==> src/rtl/ika2151_write_sequencer.sv <==
// Queues host (address, data) register writes and replays each one as an address strobe then a
// data strobe on the IKA2151 bus port. All bus timing is paced by phiM clock-enable ticks.
module ika2151_write_sequencer #(
    parameter int FIFO_DEPTH_LOG2 = 4,
    parameter int STROBE_TICKS    = 2,
    parameter int BUSY_TICKS      = 64
) (
    input  logic                       i_EMUCLK,
    input  logic                       i_RST,
    input  logic                       i_phiM_PCEN_n,
    input  logic                       i_REQ_VALID,
    output logic                       o_REQ_READY,
    input  logic [7:0]                 i_REQ_ADDR,
    input  logic [7:0]                 i_REQ_DATA,
    output logic                       o_CS_n,
    output logic                       o_WR_n,
    output logic                       o_RD_n,
    output logic                       o_A0,
    output logic [7:0]                 o_D,
    output logic                       o_BUSY,
    output logic [FIFO_DEPTH_LOG2:0]   o_FIFO_LEVEL,
    output logic [3:0]                 o_DBG_STATE
);
    localparam int DEPTH     = 1 << FIFO_DEPTH_LOG2;
    localparam int LVL_W     = FIFO_DEPTH_LOG2 + 1;
    localparam int MAX_TICKS = (STROBE_TICKS > BUSY_TICKS) ? STROBE_TICKS : BUSY_TICKS;
    localparam int CNT_W     = $clog2(MAX_TICKS + 1);

    localparam logic [LVL_W-1:0] DEPTH_L   = LVL_W'(DEPTH);
    localparam logic [CNT_W-1:0] STRB_LOAD = CNT_W'(STROBE_TICKS - 1);
    localparam logic [CNT_W-1:0] BUSY_LOAD = CNT_W'(BUSY_TICKS - 1);

    localparam logic [3:0] S_IDLE    = 4'd0;
    localparam logic [3:0] S_A_SETUP = 4'd1;
    localparam logic [3:0] S_A_STRB  = 4'd2;
    localparam logic [3:0] S_A_HOLD  = 4'd3;
    localparam logic [3:0] S_GAP     = 4'd4;
    localparam logic [3:0] S_D_SETUP = 4'd5;
    localparam logic [3:0] S_D_STRB  = 4'd6;
    localparam logic [3:0] S_D_HOLD  = 4'd7;
    localparam logic [3:0] S_WAIT    = 4'd8;

    // Handshake: a request is pushed on any EMUCLK edge where i_REQ_VALID and o_REQ_READY are both high.
    logic [7:0]                 mem_addr_q [DEPTH];
    logic [7:0]                 mem_data_q [DEPTH];
    logic [FIFO_DEPTH_LOG2-1:0] wr_ptr_q, rd_ptr_q;
    logic [LVL_W-1:0]           level_q, level_d;

    logic [3:0]       state_q, state_d;
    logic [CNT_W-1:0] cnt_q, cnt_d;
    logic [7:0]       hold_data_q, hold_data_d;
    logic             cs_n_q, cs_n_d, wr_n_q, wr_n_d, a0_q, a0_d;
    logic [7:0]       d_q, d_d;

    logic tick, push, pop;

    assign tick        = ~i_phiM_PCEN_n;
    assign o_REQ_READY = (level_q != DEPTH_L);
    assign push        = i_REQ_VALID & o_REQ_READY;
    assign pop         = tick & (state_q == S_IDLE) & (level_q != '0);

    always_comb begin
        level_d = level_q;
        case ({push, pop})
            2'b10:   level_d = level_q + LVL_W'(1);
            2'b01:   level_d = level_q - LVL_W'(1);
            default: level_d = level_q;
        endcase
    end

    always_ff @(posedge i_EMUCLK) begin
        if (i_RST) begin
            wr_ptr_q <= '0;
            rd_ptr_q <= '0;
            level_q  <= '0;
        end else begin
            if (push) wr_ptr_q <= wr_ptr_q + 1'b1;
            if (pop)  rd_ptr_q <= rd_ptr_q + 1'b1;
            level_q <= level_d;
        end
    end

    always_ff @(posedge i_EMUCLK) begin
        if (push) begin
            mem_addr_q[wr_ptr_q] <= i_REQ_ADDR;
            mem_data_q[wr_ptr_q] <= i_REQ_DATA;
        end
    end

    // D and A0 only move on edges where CS_n rises or falls, never alongside a WR_n edge.
    always_comb begin
        state_d     = state_q;
        cnt_d       = cnt_q;
        hold_data_d = hold_data_q;
        cs_n_d      = cs_n_q;
        wr_n_d      = wr_n_q;
        a0_d        = a0_q;
        d_d         = d_q;
        if (tick) begin
            case (state_q)
                S_IDLE: begin
                    if (level_q != '0) begin
                        state_d     = S_A_SETUP;
                        cs_n_d      = 1'b0;
                        wr_n_d      = 1'b1;
                        a0_d        = 1'b0;
                        d_d         = mem_addr_q[rd_ptr_q];
                        hold_data_d = mem_data_q[rd_ptr_q];
                    end
                end
                S_A_SETUP: begin
                    state_d = S_A_STRB;
                    wr_n_d  = 1'b0;
                    cnt_d   = STRB_LOAD;
                end
                S_A_STRB: begin
                    if (cnt_q == '0) begin
                        state_d = S_A_HOLD;
                        wr_n_d  = 1'b1;
                    end else begin
                        cnt_d = cnt_q - 1'b1;
                    end
                end
                S_A_HOLD: begin
                    state_d = S_GAP;
                    cs_n_d  = 1'b1;
                end
                S_GAP: begin
                    state_d = S_D_SETUP;
                    cs_n_d  = 1'b0;
                    a0_d    = 1'b1;
                    d_d     = hold_data_q;
                end
                S_D_SETUP: begin
                    state_d = S_D_STRB;
                    wr_n_d  = 1'b0;
                    cnt_d   = STRB_LOAD;
                end
                S_D_STRB: begin
                    if (cnt_q == '0) begin
                        state_d = S_D_HOLD;
                        wr_n_d  = 1'b1;
                    end else begin
                        cnt_d = cnt_q - 1'b1;
                    end
                end
                S_D_HOLD: begin
                    state_d = S_WAIT;
                    cs_n_d  = 1'b1;
                    a0_d    = 1'b0;
                    cnt_d   = BUSY_LOAD;
                end
                S_WAIT: begin
                    if (cnt_q == '0) state_d = S_IDLE;
                    else             cnt_d   = cnt_q - 1'b1;
                end
                default: begin
                    state_d = S_IDLE;
                    cs_n_d  = 1'b1;
                    wr_n_d  = 1'b1;
                    a0_d    = 1'b0;
                end
            endcase
        end
    end

    always_ff @(posedge i_EMUCLK) begin
        if (i_RST) begin
            state_q     <= S_IDLE;
            cnt_q       <= '0;
            hold_data_q <= '0;
            cs_n_q      <= 1'b1;
            wr_n_q      <= 1'b1;
            a0_q        <= 1'b0;
            d_q         <= '0;
        end else begin
            state_q     <= state_d;
            cnt_q       <= cnt_d;
            hold_data_q <= hold_data_d;
            cs_n_q      <= cs_n_d;
            wr_n_q      <= wr_n_d;
            a0_q        <= a0_d;
            d_q         <= d_d;
        end
    end

    assign o_CS_n       = cs_n_q;
    assign o_WR_n       = wr_n_q;
    assign o_RD_n       = 1'b1;
    assign o_A0         = a0_q;
    assign o_D          = d_q;
    assign o_BUSY       = (level_q != '0) | (state_q != S_IDLE);
    assign o_FIFO_LEVEL = level_q;
    assign o_DBG_STATE  = state_q;
endmodule
==> config.mk <==
export PLATFORM = sky130hd
export DESIGN_NAME = ika2151_write_sequencer
export DESIGN_NICKNAME = d
export VERILOG_FILES = /design/src/rtl/ika2151_write_sequencer.sv
export SDC_FILE = /design/constraint.sdc
export NUM_CORES = 1
export LEC_CHECK = 0
export ABC_AREA = 1
export BUFFER_PORTS_ARGS = -buffer_cell sky130_fd_sc_hd__clkbuf_2
export CORE_MARGIN = 2
export CORE_UTILIZATION = 25
export CTS_CLUSTER_DIAMETER = 80
export DETAILED_ROUTE_END_ITERATION = 8
export SYNTH_ARGS = -nofsm -noshare
export SYNTH_HDL_FRONTEND = slang
export SYNTH_SLANG_ARGS = --single-unit
export TNS_END_PERCENT = 10
==> constraint.sdc <==
create_clock -name i_EMUCLK -period 2.1 [get_ports i_EMUCLK]
set_input_delay 0.42 -clock i_EMUCLK [delete_from_list [all_inputs] [get_ports i_EMUCLK]]
set_output_delay 0.42 -clock i_EMUCLK [all_outputs]
set_load 0.005 [all_outputs]
# After elaboration in Yosys (flattened, before gate mapping)

Memories as Yosys holds them, arrays and structs flattened. A register that Yosys moved wholly into a read port is not among the register bits.
Index checks and enable logic that the tools add are counted.

Memories kept: 2
Input port bits: 20
Word-level logic and storage cells: 81
Output and inout port bits: 23
Bits in writable memories: 256
Register bits: 35

Memories:

| name       | depth | bits a word | read ports | clocked after Yosys merged registers in | wr ports | line | source |
|---|---|---|---|---|---|---|---|
| mem_addr_q | 16    | 8           | 1          | 1                                       | 1        | 44   | `logic [7:0] mem_addr_q [DEPTH];` |
| mem_data_q | 16    | 8           | 1          | 1                                       | 1        | 45   | `logic [7:0] mem_data_q [DEPTH];` |

Multiplexer cells: 20
Add/sub/neg operators: 5
Bitwise logic cells: 8
Reduce and logical (&&, ||, !) cells: 20
Eq/ne operators: 17

Operators with widths:

| cell                | count |
|---|---|
| $pmux 4 s9          | 1 |
| $mux 4              | 6 |
| $pmux 7 s3          | 1 |
| $eq 4x3->1 const B  | 4 |
| $pmux 8 s2          | 1 |
| $reduce_and 3->1    | 5 |
| $pmux 5 s2          | 1 |
| $add 4x1->4 const B | 2 |
| $eq 4x2->1 const B  | 2 |
| $mux 8              | 1 |
| $ne 2x2->1 const B  | 4 |
| $logic_not 7->1     | 1 |
| $mux 7              | 1 |
| $sub 7x1->7 const B | 1 |
| $pmux 1 s3          | 2 |
| $reduce_or 6->1     | 1 |
| $add 5x1->5 const B | 1 |
| $mux 1              | 5 |
| $ne 5x5->1 const B  | 1 |
| $reduce_and 5->1    | 1 |
| $reduce_bool 5->1   | 1 |
| $reduce_or 5->1     | 1 |
| $sub 5x1->5 const B | 1 |
| $eq 4x1->1 const B  | 1 |
| other kinds (16)    | 24 |

# Longest topological paths before layout

Word-level depth: 5
Depth in mapped cells: 16
Depth with buffers taken out: 15

# Least setup slack after synthesis

No wires, ideal clock.

Path kind: register -> register
Start: register state_q[3] (netlist: o_DBG_STATE[3])
End: register level_q[4] (netlist: o_FIFO_LEVEL[4])
Arrival: 2029 ps
Library setup time: 109 ps
Clock period less this slack: 2137 ps
Slack: -37 ps
Cell stages (with the launch flop): 15
Path buffers: 1
Data required time: 1991 ps
Cell sequence: dfxtp_1 > nor2_2 > nand3_2 > nor2_4 > buf_2 > ha_1 > xor2_1 > ha_1 > inv_1 > nand2_1 > nand2_1 > nand3_1 > nand3_1 > nand2_1 > inv_1

Longest elaborated chain between the ends: 5
Elaborated cells on any way between the ends: 7
Classes of those cells: eq/ne (2); mux (1); bitwise (2); reduce/logical (2)

Ends and longest elaborated chain:

| what                                                   | line | source |
|---|---|---|
| start, declared                                        | 49   | `logic [3:0] state_q, state_d;` |
| start signal, assigned                                 | 177  | `state_q <= state_d;` |
| $logic_not 4->1 (*)                                    | 60   | `assign pop = tick & (state_q == S_IDLE) & (level_q != '0);` |
| $and 1x1->1 (*) (2 in series)                          | 60   |  |
| via pop                                                | 55   | `logic tick, push, pop;` |
| $eq 2x1->1 / $eq 2x2->1 (equally long branches)        | 64   | `case ({push, pop})` |
| $pmux 5 s2 / $reduce_bool 2->1 (equally long branches) | -    |  |
| end signal, assigned                                   | 79   | `level_q <= level_d;` |
| end, declared                                          | 47   | `logic [LVL_W-1:0] level_q, level_d;` |

The timed path passes the listed nets; every way through them passes the cells marked *.
A chain may end at the register's enable or synchronous reset.

# Final worst setup path

Start: register state_q[0] (netlist: o_DBG_STATE[0])
End: register level_q[4] (netlist: o_FIFO_LEVEL[4])

Longest elaborated chain between the ends: 5
Elaborated cells on any way between the ends: 7
Classes of those cells: eq/ne (2); mux (1); bitwise (2); reduce/logical (2)

Ends and longest elaborated chain:

| what                                                   | line |
|---|---|
| $logic_not 4->1 (*)                                    | 60 |
| $and 1x1->1 (*) (2 in series)                          | 60 |
| $eq 2x1->1 / $eq 2x2->1 (equally long branches)        | 64 |
| $pmux 5 s2 / $reduce_bool 2->1 (equally long branches) | - |

Mark *: on every way between the ends. The rest lies on a longest branch, timed or not.

==> implementation parameters <==
Parameter                              Value

Die
  Starting Density    25.3%
  DIE AREA    51200 um^2
  Die X-Extent    226 um
  IO Count    43
  Standard-cell row count    81
  Core area    48800 um^2
  Die Ht    around 230 um

Timing
  Final count of pins violating max slew    0
  Timing-limited maximum frequency    around 0.5 GHz
  Final Hold Fails    0
  Final clock skew    0.0271 ns
  Unrepaired setup endpoints after global routing    true
  Final cycle utilization of the critical path    93.0%
  WHS    0.309 ns
  Count of endpoints failing setup in the final report    0
  Period minus WS final    1.95 ns
  PnR worst setup slack    0.148 ns

Final layout
  Most frequent standard cell in the layout excluding fill and tap cells    edfxtp_1
  Layout cells sized above 1    16.9%
  Util after Layout    between 30% and 40%
  Number of diodes added for antenna fixing    0
  Final Net Count    1162
  Highest-count cells in the layout ignoring fill and taps    256 x edfxtp_1, 192 x nor2_1, 140 x o21ai_0
  Syn-to-layout area delta    20.5%
  Fillers    4950

Power
  Pwr Density    1260 nW/um^2
  Portion of total power attributed to sequential cells    about two fifths
  Clock power share    30.2%
  Switching share of power    34.7%
  Design internal power    around 12000 uW
  Power spent charging and discharging nets    6530 uW
  Leakage dissipation    0.00512 uW
  Highest ir drop seen on vdd    roughly 0.57 mV
  Combinational share of power    30.8%

Yosys
  Synth cell types    37
  Number of instances in the synthesized netlist    1051
  Post-Syn Area    12400 um^2
  Portion of the post-synthesis area used by sequential elements    69.8%
  Post-Syn Nets    1081
  Flip-flop and latch count after synthesis    303
  Warnings, synthesis    0
  Avg Cell Area, Syn    11.8 um^2

Critical path
  Worst Setup SP    o_DBG_STATE[0]
  WP data required    between 2 and 3 ns
  Critical setup path kind    flop to flop
  Reg2reg start    o_DBG_STATE[0]
  Largest fanout of any net on the critical path    4
  Arrival time of the worst setup path    2.37 ns
  Type of element launching the critical path    flop
  Critical Path Sink Type    flop

Clocking
  Skew-Pair Late Insertion Delay    0.53 ns
  Maximum clock path buffer count    3
  CTS-repair resized insts    0
  Number of buffers inserted to repair setup after CTS    0
  CTS Root Cell    clkbuf_16
  Clock sinks    303
  Cts bufs inserted    34
  Clk pin slew, worst setup/hold paths    0.06 ns
  Max H-tree Level    2
  Quantity of hold-fixing buffers added after cts    0
  CTS tree    yes

GRT
  First-pass GRT wire length    around 48000 um
  Total track usage    between 10% and 20%
  Via count of the first global-routing pass    8112
  Number of antenna violations at the first check in global routing    1
  Maximum number of pins on one net before global-route repair    65
  Sum of overflow across all layers after global routing    0

Placement
  Setup slack at placement    0.101 ns
  Detail Placement HPWL    19800 um
  Number of port buffers    41
  Placer's final routability congestion estimate    just over 0.8

Route
  Routed wire length per instance    17.1 um
  Number of design rule violations left after detail routing    0
  First drt pass iteration count    5
  First DRT Iteration DRCs    852
  Mean number of vias per cell    4.60
  Final antenna-violating net count    0
  Total Routed Length    about 31000 um
  Total number of vias    8374

Min path
  HP Class    input port to flop
  Source of the worst hold timing path    i_REQ_DATA[0]

Job
  Number of max-capacitance violations reported    0

Outcome
  Result of the run    finished, final reports clean
state kept, by name, summed over array words and instances, names as in the netlist, named ones only:
register and flops:
mem_addr_q 128, mem_data_q 128, hold_data_q 8, o_D 8
cnt_q 7, o_FIFO_LEVEL 5, o_DBG_STATE 4, rd_ptr_q 4
wr_ptr_q 4, o_A0 1, o_CS_n 1, o_WR_n 1
metal layers:
layer  GRT usage, %  part of all wire (%)  up-vias
met2           19.2                    45      290
met5              0                 0.042        -
li1               -                     -     3954
met1           16.8                    45     4070
met4           4.01                   2.6        2
met3           2.64                   7.5       58
worst max-delay path, stage by stage, from the launching register on:
cell,delay [ns]
dfxtp_1,0.34
nor2_4,0.16
nand3_2,0.11
nor2_4,0.12
ha_2,0.27
xor2_2,0.19
ha_1,0.16
inv_1,0.05
nand2_1,0.09
nand2_1,0.07
nand3_1,0.09
nand3_1,0.08
nand2_1,0.06
inv_1,0.03
through the flow:
stage	setup TNS, ns	cells	total power (uW)	cell area (um^2)
finish	0	1821	18800	14900
detailed placement	0	1760	13300	13800
CTS	0	1821	19000	14900
floorplan	0	1051	11300	12400
global placement	0	1760	13100	13800
global route	-0.0434	1821	20000	14900
synthesized netlist by cell type (all sizes together):
library cell,count,area (um^2)
a211oi,2,15.0
a21oi,43,219
a31oi,2,12.5
buf,27,155
clkbuf,31,119
clkinv,2,7.51
conb,1,3.75
dfxtp,47,941
edfxtp,256,7690
ha,10,125
inv,57,214
nand2,59,244
nand3,59,320
nand4,5,37.5
nor2,215,848
nor3,5,30.0
o211ai,41,308
o21ai,150,751
o221ai,23,201
o22ai,9,56.3
xnor2,3,26.3
xor2,4,35.0
kinds of logic (layout without fill, tap and decap cells):
logic type | Yosys count | in the layout | share of synthesized area (%)
XOR/XNOR | 7 | 7 | 0.496
adder cells (fa/ha/maj) | 10 | 10 | 1.01
AO/OA/AOI/OAI | 270 | 270 | 12.6
AND/OR/NAND/NOR | 343 | 343 | 12.0
other | 1 | 1 | 0.0303
flip-flops | 303 | 303 | 69.8
buffers and inverters | 117 | 223 | 4.01
worst paths after layout:
| check | end | slack (ns) | depth (start not counted) |
|---|---|---|---|
| worst max register to register | o_FIFO_LEVEL[4] | 0.15 | 13 |
| worst min register to register | o_A0 | 0.47 | 2 |
| worst max-delay path | o_FIFO_LEVEL[4] | 0.15 | 13 |
| worst min-delay path | mem_data_q[15][0] | 0.31 | 1 |
power by group through the flow:
stage | clock (uW) | sequential (uW) | combinational [uW]
final | 5690 | 7320 | 5810
after global routing | 6080 | 7370 | 6530
after detailed placement | 0 | 7450 | 5810
after global placement | 0 | 7430 | 5720
after CTS | 5810 | 7320 | 5830
after floorplan | 0 | 7410 | 3870
area by class of cell:
type	count	area, um^2	share of cell area, %
clock buffer	41	887	5.96
inverter	59	221	1.49
clock inverter	20	188	1.26
timing repair buffer	103	846	5.68
tap	664	831	5.58
sequential	303	8630	58.0
multi-input combinational	631	3290	22.1
No activity file was read; power rests on OpenSTA's default activity.
